--- src/rtl/lsu_align_stage.sv ---
// lsu_align_stage: load/store alignment in front of a word-organised data memory.
// Stores go out as a word address plus byte enables and lane-replicated data.
// Loads return one word; the addressed byte or halfword is extracted, extended
// and registered for MEM/WB.
//
// Optional build macro LSU_MISALIGN_TRAP_EN:
//   defined   - misaligned accesses make no memory traffic, set a sticky flag,
//               and a misaligned load returns 0.
//   undefined - the low address bits are ignored for halfword/word accesses
//               and misaligned is tied low.
//
// state      | meaning
// -----------+-----------------------------------------------------------
// IDLE       | ready for a request
// ST_ISSUE   | byte enables and write data on the memory port, store_done
// LD_ISSUE   | word address on the memory port, no write
// LD_CAPTURE | memory word valid, extracted result registered
// RESP       | resp_valid pulse, resp_rdata holds the result
module lsu_align_stage #(
  parameter int DM_ADDRESS = 9,
  parameter int DATA_W     = 32
) (
  input  logic                  clk,
  input  logic                  reset,
  input  logic                  req_valid,
  output logic                  req_ready,
  input  logic                  MemRead,
  input  logic                  MemWrite,
  input  logic [DM_ADDRESS-1:0] a,
  input  logic [DATA_W-1:0]     wd,
  input  logic [2:0]            Funct3,
  output logic [DM_ADDRESS-1:0] mem_addr,
  output logic [3:0]            mem_wr,
  output logic [DATA_W-1:0]     mem_wdata,
  input  logic [DATA_W-1:0]     mem_rdata,
  output logic                  resp_valid,
  output logic [DATA_W-1:0]     resp_rdata,
  output logic                  store_done,
  output logic                  misaligned
);

  typedef enum logic [2:0] {
    S_IDLE,
    S_ST_ISSUE,
    S_LD_ISSUE,
    S_LD_CAPTURE,
    S_RESP
  } state_t;

  state_t                r_state;
  state_t                w_next;
  logic                  w_accept;
  logic                  w_drop;      // captured access is suppressed
  logic                  w_req_drop;  // incoming access will be suppressed
  logic [1:0]            r_off;
  logic [DATA_W-1:0]     r_wd;
  logic [2:0]            r_funct3;
  logic [DM_ADDRESS-1:0] r_mem_addr;
  logic [DATA_W-1:0]     r_resp_rdata;
  logic [7:0]            w_byte;
  logic [15:0]           w_half;
  logic [DATA_W-1:0]     w_ext;

  // MemRead wins when both op bits are set, so any accepted request with
  // MemRead high is a load.
  assign w_accept = req_valid && (r_state == S_IDLE) && (MemRead || MemWrite);

`ifdef LSU_MISALIGN_TRAP_EN
  logic w_req_mis;
  logic r_mis;
  logic r_misaligned;

  // Funct3[1:0]=01 is a halfword, Funct3[1]=1 a word; bytes are always aligned.
  assign w_req_mis  = ((Funct3[1:0] == 2'b01) && a[0]) ||
                      (Funct3[1] && (a[1:0] != 2'b00));
  assign w_req_drop = w_req_mis;
  assign w_drop     = r_mis;
  assign misaligned = r_misaligned;

  // Per-access misalignment capture and the sticky flag seen by software.
  always_ff @(posedge clk) begin
    if (reset) begin
      r_mis        <= 1'b0;
      r_misaligned <= 1'b0;
    end else if (w_accept) begin
      r_mis <= w_req_mis;
      if (w_req_mis) r_misaligned <= 1'b1;
    end
  end
`else
  assign w_req_drop = 1'b0;
  assign w_drop     = 1'b0;
  assign misaligned = 1'b0;
`endif

  // State register.
  always_ff @(posedge clk) begin
    if (reset) r_state <= S_IDLE;
    else       r_state <= w_next;
  end

  // Next-state sequencing; every non-idle state lasts exactly one cycle.
  always_comb begin
    w_next = r_state;
    case (r_state)
      S_IDLE:       if (w_accept) w_next = MemRead ? S_LD_ISSUE : S_ST_ISSUE;
      S_ST_ISSUE:   w_next = S_IDLE;
      S_LD_ISSUE:   w_next = S_LD_CAPTURE;
      S_LD_CAPTURE: w_next = S_RESP;
      S_RESP:       w_next = S_IDLE;
      default:      w_next = S_IDLE;
    endcase
  end

  // Request capture; mem_addr only moves for accesses that reach memory.
  always_ff @(posedge clk) begin
    if (reset) begin
      r_off      <= '0;
      r_wd       <= '0;
      r_funct3   <= '0;
      r_mem_addr <= '0;
    end else if (w_accept) begin
      r_off    <= a[1:0];
      r_wd     <= wd;
      r_funct3 <= Funct3;
      if (!w_req_drop) r_mem_addr <= {a[DM_ADDRESS-1:2], 2'b00};
    end
  end

  // Store lane steering; halfword/word enables ignore the low offset bits.
  always_comb begin
    mem_wr    = 4'b0000;
    mem_wdata = '0;
    if ((r_state == S_ST_ISSUE) && !w_drop) begin
      case (r_funct3)
        3'b000: begin
          mem_wr    = 4'b0001 << r_off;
          mem_wdata = {(DATA_W/8){r_wd[7:0]}};
        end
        3'b001: begin
          mem_wr    = 4'b0011 << {r_off[1], 1'b0};
          mem_wdata = {(DATA_W/16){r_wd[15:0]}};
        end
        3'b010: begin
          mem_wr    = 4'b1111;
          mem_wdata = r_wd;
        end
        default: begin
          mem_wr    = 4'b0000;
          mem_wdata = '0;
        end
      endcase
    end
  end

  // Load extraction from the returned word; Funct3[2] selects zero-extension.
  always_comb begin
    w_byte = mem_rdata[{r_off, 3'b000} +: 8];
    w_half = mem_rdata[{r_off[1], 4'b0000} +: 16];
    case (r_funct3[1:0])
      2'b00:   w_ext = r_funct3[2] ? {{(DATA_W-8){1'b0}}, w_byte}
                                   : {{(DATA_W-8){w_byte[7]}}, w_byte};
      2'b01:   w_ext = r_funct3[2] ? {{(DATA_W-16){1'b0}}, w_half}
                                   : {{(DATA_W-16){w_half[15]}}, w_half};
      default: w_ext = mem_rdata;
    endcase
  end

  // Load result register; holds until the next load reaches LD_CAPTURE.
  always_ff @(posedge clk) begin
    if (reset)                          r_resp_rdata <= '0;
    else if (r_state == S_LD_CAPTURE)   r_resp_rdata <= w_drop ? '0 : w_ext;
  end

  assign req_ready  = (r_state == S_IDLE);
  assign store_done = (r_state == S_ST_ISSUE);
  assign resp_valid = (r_state == S_RESP);
  assign mem_addr   = r_mem_addr;
  assign resp_rdata = r_resp_rdata;

endmodule

--- config.mk ---
export PLATFORM = sky130hd
export DESIGN_NAME = lsu_align_stage
export DESIGN_NICKNAME = d
export VERILOG_FILES = /design/src/rtl/lsu_align_stage.sv
export SDC_FILE = /design/constraint.sdc
export NUM_CORES = 1
export LEC_CHECK = 0
export CAP_MARGIN = 10
export CORE_MARGIN = 2
export CORE_UTILIZATION = 31
export CTS_BUF_LIST = sky130_fd_sc_hd__clkbuf_2 sky130_fd_sc_hd__clkbuf_4 sky130_fd_sc_hd__clkbuf_8
export CTS_CLUSTER_SIZE = 25
export DETAILED_ROUTE_END_ITERATION = 8
export GPL_TIMING_DRIVEN = 0
export PLACE_DENSITY_LB_ADDON = 0.3
export SYNTH_ARGS = -nofsm -noshare
export SYNTH_HDL_FRONTEND = slang
export SYNTH_SLANG_ARGS = --single-unit
--- constraint.sdc ---
create_clock -name clk -period 2.43 [get_ports clk]
set_input_delay 0.6075 -clock clk [delete_from_list [all_inputs] [get_ports clk]]
set_output_delay 0.6075 -clock clk [all_outputs]
set_load 0.01 [all_outputs]
======== Word-level counts from Yosys, hierarchy flattened ========
Cells that the tools add are included.
cells by class
  reductions and logical operators ........ 6
  equal/unequal tests ..................... 8
  mux-type cells .......................... 10
  shift operators ......................... 4
operators with widths
  operator                                                           number
  32-bit two-way mux                                                 3
  32-bit one-hot mux with 3 select lines                             1
  32-bit one-hot mux with 2 select lines                             1
  32-bit by 6-bit variable part select with 16-bit output            1
  32-bit by 6-bit variable part select with 8-bit output             1
  4-bit one-hot mux with 3 select lines                              1
  3-bit by 2-bit == test with 1-bit output, second input constant    3
  3-bit one-hot mux with 3 select lines                              1
  3-bit by 1-bit == test with 1-bit output, second input constant    2
  3-bit zero test                                                    2
  4-bit two-way mux                                                  1
  1-bit by 2-bit << shifter with 4-bit output, first input constant  1
  2-bit by 2-bit << shifter with 4-bit output, first input constant  1
  3-bit == test, second input constant                               1
  3-bit two-way mux                                                  1
  2-bit by 1-bit == test with 1-bit output, second input constant    1
  1-bit logical AND                                                  2
  2-bit zero test                                                    1
  2-bit two-way mux                                                  1
  2-bit by 1-bit != test with 1-bit output, second input constant    1
  1-bit logical OR                                                   1
word-level totals
  logic and storage cells ................. 34
  input bits .............................. 81
  flip-flop bits (word level) ............. 79
  output and inout bits ................... 81

======== Depth between registers and ports, before layout ========
  depth in word-level cells ............... 5
  gate-level depth with buffers ........... 7
  mapped depth without buffers ............ 4

======== Worst setup path after synthesis ========
Ideal clock, no wire load.
  kind .................................... register -> output
  start point ............................. register r_state[0]
  end point ............................... output port mem_wdata[0]
  required time ........................... 1.822 ns
  cell stages (with the launch flop) ...... 7
  path buffers ............................ 2
  setup slack ............................. 0.309 ns
  data arrival time ....................... 1.514 ns
  cell sequence ........................... dfxtp_1 nor3b_1 nand2b_1 clkbuf_1 a21oi_1 buf_2 and2_1
on the way
  longest elaborated chain between the ends .. 2
ends and longest elaborated chain
  element                                   RTL line  text
  start: declaration                        50        state_t r_state;
  start signal: assignment                  99        else r_state <= w_next;
  3-bit by 1-bit == test with 1-bit output  -
  via store_done                            38        output logic store_done,
  32-bit two-way mux                        134       if ((r_state == S_ST_ISSUE) && !w_drop) begin
  end: declaration                          34        output logic [DATA_W-1:0] mem_wdata,
The timed path passes the listed nets, and every way through them passes these cells.

======== Final worst setup path ========
  start point ............................. register r_state[2]
  end point ............................... output port mem_wdata[6]
on the way
  longest elaborated chain between the ends .. 2
ends and longest elaborated chain
  element                                   RTL line
  3-bit by 1-bit == test with 1-bit output  134
  32-bit two-way mux                        134
Every way passes these cells.

==> Implementation_results.wiki <==
{| class="wikitable"
! Metric !! Value
|-
| Port Buffers || 157
|-
| CP Class || reg2out
|-
| Critical path data required time || 1.82 ns
|-
| Maximum clock rate || 412 MHz
|-
| Via count of the routed design || 4,466
|-
| R2R depth || 7
|-
| CTS hold repair buffers || 0
|-
| Post-synthesis sequential area ratio || 0.404
|-
| First drt pass iteration count || 7
|-
| Worst setup path startpoint || r_state[2]$_SDFFE_PP0P_
|-
| Drt first-iter violations || 271
|-
| Total clock sinks || 79
|-
| Die extent in x || 116 µm
|-
| Reg2Reg Setup Slack || 0.41 ns
|-
| Final setup skew || 0.0115 ns
|-
| Die extent in y || 116 µm
|-
| Cell Rows || 41
|-
| Fraction of final layout cells with drive strength greater than 1 || 0.199
|-
| Antenna cell count || 0
|-
| Worst reg2reg path endpoint || resp_rdata[27]$_SDFFE_PP0P_
|-
| Slew HR || 0.431
|-
| Cells after synthesis || 521
|-
| Peak fanout along the critical path || 5
|-
| # setup viols final || 0
|-
| Global Route met2 Usage || 0.360
|-
| Synth cell types || 37
|-
| Primary FF master, synth || dfxtp_1
|-
| Final Slew Violations || 0
|-
| Max Buffers Root-to-Sink || 2
|-
| Post-route fraction of the period consumed by the critical path || 0.998
|-
| Die footprint || 0.0135 mm²
|-
| Total CTS buffers || 9
|-
| PnR Total Power || 0.00315 W
|-
| Result of the run || completed
|-
| Destination of the critical timing path || mem_wdata[6]
|-
| Initial standard-cell utilization of the core || 0.314
|-
| Wire length of the first global-routing pass || 22.6 mm
|-
| Highest-utilization routing layer at the global route stage || met2
|-
| Transition at the pin with the smallest max-transition slack || 0.851 ns
|-
| DRC violation count after routing || 0
|-
| Final Critical Period || 2.42 ns
|-
| HPWL Detailed || 11.2 mm
|-
| Post-synthesis register bit count || 79
|-
| Mean routed wirelength per cell || 17.1 µm
|-
| Power density over cell area || 514 mW/mm²
|-
| Core Box Area || 0.0125 mm²
|-
| Root buffer cell || clkbuf_8
|-
| Area of the mapped netlist || 0.00391 mm²
|-
| Setup repair after global routing missed its margin || yes
|-
| Residual overflow from global routing || 0
|-
| Hold WC Path Type || reg2reg
|-
| Synthesis warning total || 0
|-
| Clock network latency to the later pin of the worst-skew pair || 0.37 ns
|-
| Detailed-route wire length || 15.0 mm
|-
| Met3 layer usage reported by global route || 0.0545
|-
| Per-instance average area after synthesis || 7.50 µm²
|-
| TritonCTS clock tree || done
|-
| Depth of the CTS H-tree || 3
|-
| Total area of sequential cells || 0.00160 mm²
|-
| Sort of element at the end of the critical path || primary output
|-
| Worst IR drop on VDD || 0.319 mV
|-
| Aggregate negative setup slack || 0 ns
|-
| Count of flip-flops with a built-in enable after synthesis || 0
|-
| Crit path DAT || 1.82 ns
|-
| Worst R2R Start || r_state[1]$_SDFFE_PP0P_
|-
| Number of filler cells placed in the layout || 1,244
|-
| Antenna violations before repair || 0
|-
| Share of flip-flops with an asynchronous set or reset after synthesis || 0
|-
| Number of primary I/O pins || 162
|-
| Total of max-cap violations || 0
|-
| Global routing usage on met1 || 0.274
|-
| Number of global-route vias before repair || 4,406
|-
| Area of the multi-input gates || 0.00226 mm²
|-
| Global-route usage over all layers || 0.222
|-
| Area grow syn2layout || 56.9%
|-
| CTS clock-pin slew for the worst setup and hold paths || 0.08 ns
|-
| Leakage dissipation || 2.22 nW
|-
| Final count of hold timing violations || 0
|-
| Routability cong. || 0.943
|-
| Number of nets in the finished design || 778
|-
| Maximum number of pins on one net before global-route repair || 16
|-
| Setup crit start kind || register
|-
| Post-DRT Antenna Nets || 0
|-
| Via density per instance || 5.11
|}
-- stage by stage --
| step | setup WS (ns) | hold WS (ns) | instance area [µm²] | std cells | utilization |
|---|---|---|---|---|---|
| floorplan | 0.309 | 0.437 | 3920 | 523 | - |
| global route | -0.0780 | 0.482 | 6130 | 874 | 0.492 |
| finish | 0.00513 | 0.461 | 6130 | 874 | 0.492 |
| global placement | -0.454 | 0.444 | 5700 | 852 | 0.458 |
| CTS | -0.0392 | 0.461 | 6120 | 873 | 0.491 |
| detailed placement | -0.545 | 0.449 | 5700 | 852 | 0.458 |
-- worst max-delay path, stage by stage (launching register included) --
cell	delay, ns
dfxtp_4	0.36
nor3b_4	0.30
nand2b_4	0.12
a21oi_4	0.19
buf_6	0.14
buf_6	0.10
and2_4	0.14
buf_6	0.09
-- power by group --
part           internal [W]  switching, W
combinational      0.000341      0.000347
sequential          0.00135     0.0000481
clock              0.000568      0.000496
-- worst min path at each step --
stage / from / end / slack [ns] / depth (start not counted)
global placement: mem_addr[2]$_SDFFE_PP0P_ / mem_addr[2]$_SDFFE_PP0P_ / 0.44 / 2
CTS: r_wd[21]$_SDFFE_PP0P_ / r_wd[21]$_SDFFE_PP0P_ / 0.46 / 2
finish: mem_addr[6]$_SDFFE_PP0P_ / mem_addr[6]$_SDFFE_PP0P_ / 0.46 / 2
floorplan: r_wd[16]$_SDFFE_PP0P_ / r_wd[16]$_SDFFE_PP0P_ / 0.44 / 2
global route: r_wd[16]$_SDFFE_PP0P_ / r_wd[16]$_SDFFE_PP0P_ / 0.48 / 2
detailed placement: mem_addr[5]$_SDFFE_PP0P_ / mem_addr[5]$_SDFFE_PP0P_ / 0.45 / 2
-- routing by layer --
layer / share of wire / wire, µm / vias up
li1: - / - / 2130
met1: 0.41 / 6200 / 2085
met2: 0.46 / 6940 / 218
met3: 0.092 / 1370 / 33
met4: 0.030 / 447 / 0
met5: 0 / 0 / -
-- timing repair --
| item | CTS | global route |
|---|---|---|
| resized for setup | 167 | 49 |
| pin swaps | 5 | 8 |
| setup buffers | 7 | 2 |
| setup endpoints to repair | 37 | 30 |
| gates cloned | 1 | 0 |
-- cell type report --
class / count / share of cell area
Multi-Input combinational cell: 394 / 0.369
Sequential cell: 79 / 0.261
Timing Repair Buffer: 167 / 0.255
Buffer: 44 / 0.0441
Tap cell: 172 / 0.0351
Clock buffer: 14 / 0.0284
Clock inverter: 2 / 0.00632
Inverter: 2 / 0.00143
-- sequential cells by signal, summed over array words and instances (netlist names) --
register	count
r_wd	32
r_funct3	3
r_state	3
resp_rdata	32
mem_addr	7
r_off	2
-- synthesized netlist by cell type (all sizes together), types with 2 or more instances --
master  instances  area, µm²
or2             4       25.0
o21a            3       22.5
a311oi          6       52.6
buf            18        103
a221oi          8       70.1
nor2           62        233
mux2            7       78.8
nand2         132        495
nor2b           7       43.8
nor4            2       12.5
a22oi           9       67.6
nand2b         15       93.8
dfxtp          79       1580
mux4            2       45.0
and2            9       56.3
a22o            9       78.8
a21oi          79        399
clkbuf         30        113
a211oi         27        253
nor3b           3       22.5
-- cells by family after synthesis --
group | after synthesis | share of synthesized area
buf+inv | 50 | 0.0570
simple gates | 235 | 0.252
compound gates | 146 | 0.251
other cells | 1 | 0.000959
mux | 10 | 0.0342
flops | 79 | 0.404
-- placed cells by master (no fill, tap or decap), types with 2 or more instances in the layout --
| cell | Yosys | layout |
|---|---|---|
| dlygate4sd2_1 | 0 | 4 |
| a311oi_1 | 6 | 6 |
| clkbuf_8 | 0 | 11 |
| a21oi_1 | 78 | 67 |
| clkdlybuf4s15_2 | 0 | 3 |
| buf_6 | 1 | 16 |
| clkbuf_1 | 30 | 18 |
| buf_2 | 13 | 17 |
| nor4_1 | 2 | 2 |
| clkbuf_2 | 0 | 13 |
| dfxtp_1 | 79 | 74 |
| dfxtp_4 | 0 | 5 |
| nor2b_1 | 7 | 5 |
| buf_4 | 3 | 12 |
| buf_8 | 0 | 2 |
| nand2b_4 | 0 | 4 |
| nor3b_1 | 3 | 2 |
| conb_1 | 1 | 3 |
| o21a_1 | 3 | 3 |
| clkdlybuf4s50_1 | 0 | 121 |
| or2_0 | 2 | 2 |
| clkbuf_4 | 0 | 8 |
| a22o_1 | 9 | 9 |
| and2_1 | 8 | 2 |
| nor2_2 | 0 | 2 |
| a211oi_2 | 10 | 10 |
| mux4_2 | 2 | 2 |
| and2_4 | 0 | 6 |
| mux2_2 | 7 | 7 |
| nand2_1 | 132 | 132 |
| nand2b_1 | 15 | 11 |
| a21oi_4 | 0 | 3 |
| a22oi_1 | 9 | 8 |
| a211oi_1 | 17 | 17 |
| nor2_1 | 62 | 60 |
| a221oi_1 | 8 | 8 |
| a21oi_2 | 1 | 9 |
(Power assumes the default switching activity.)
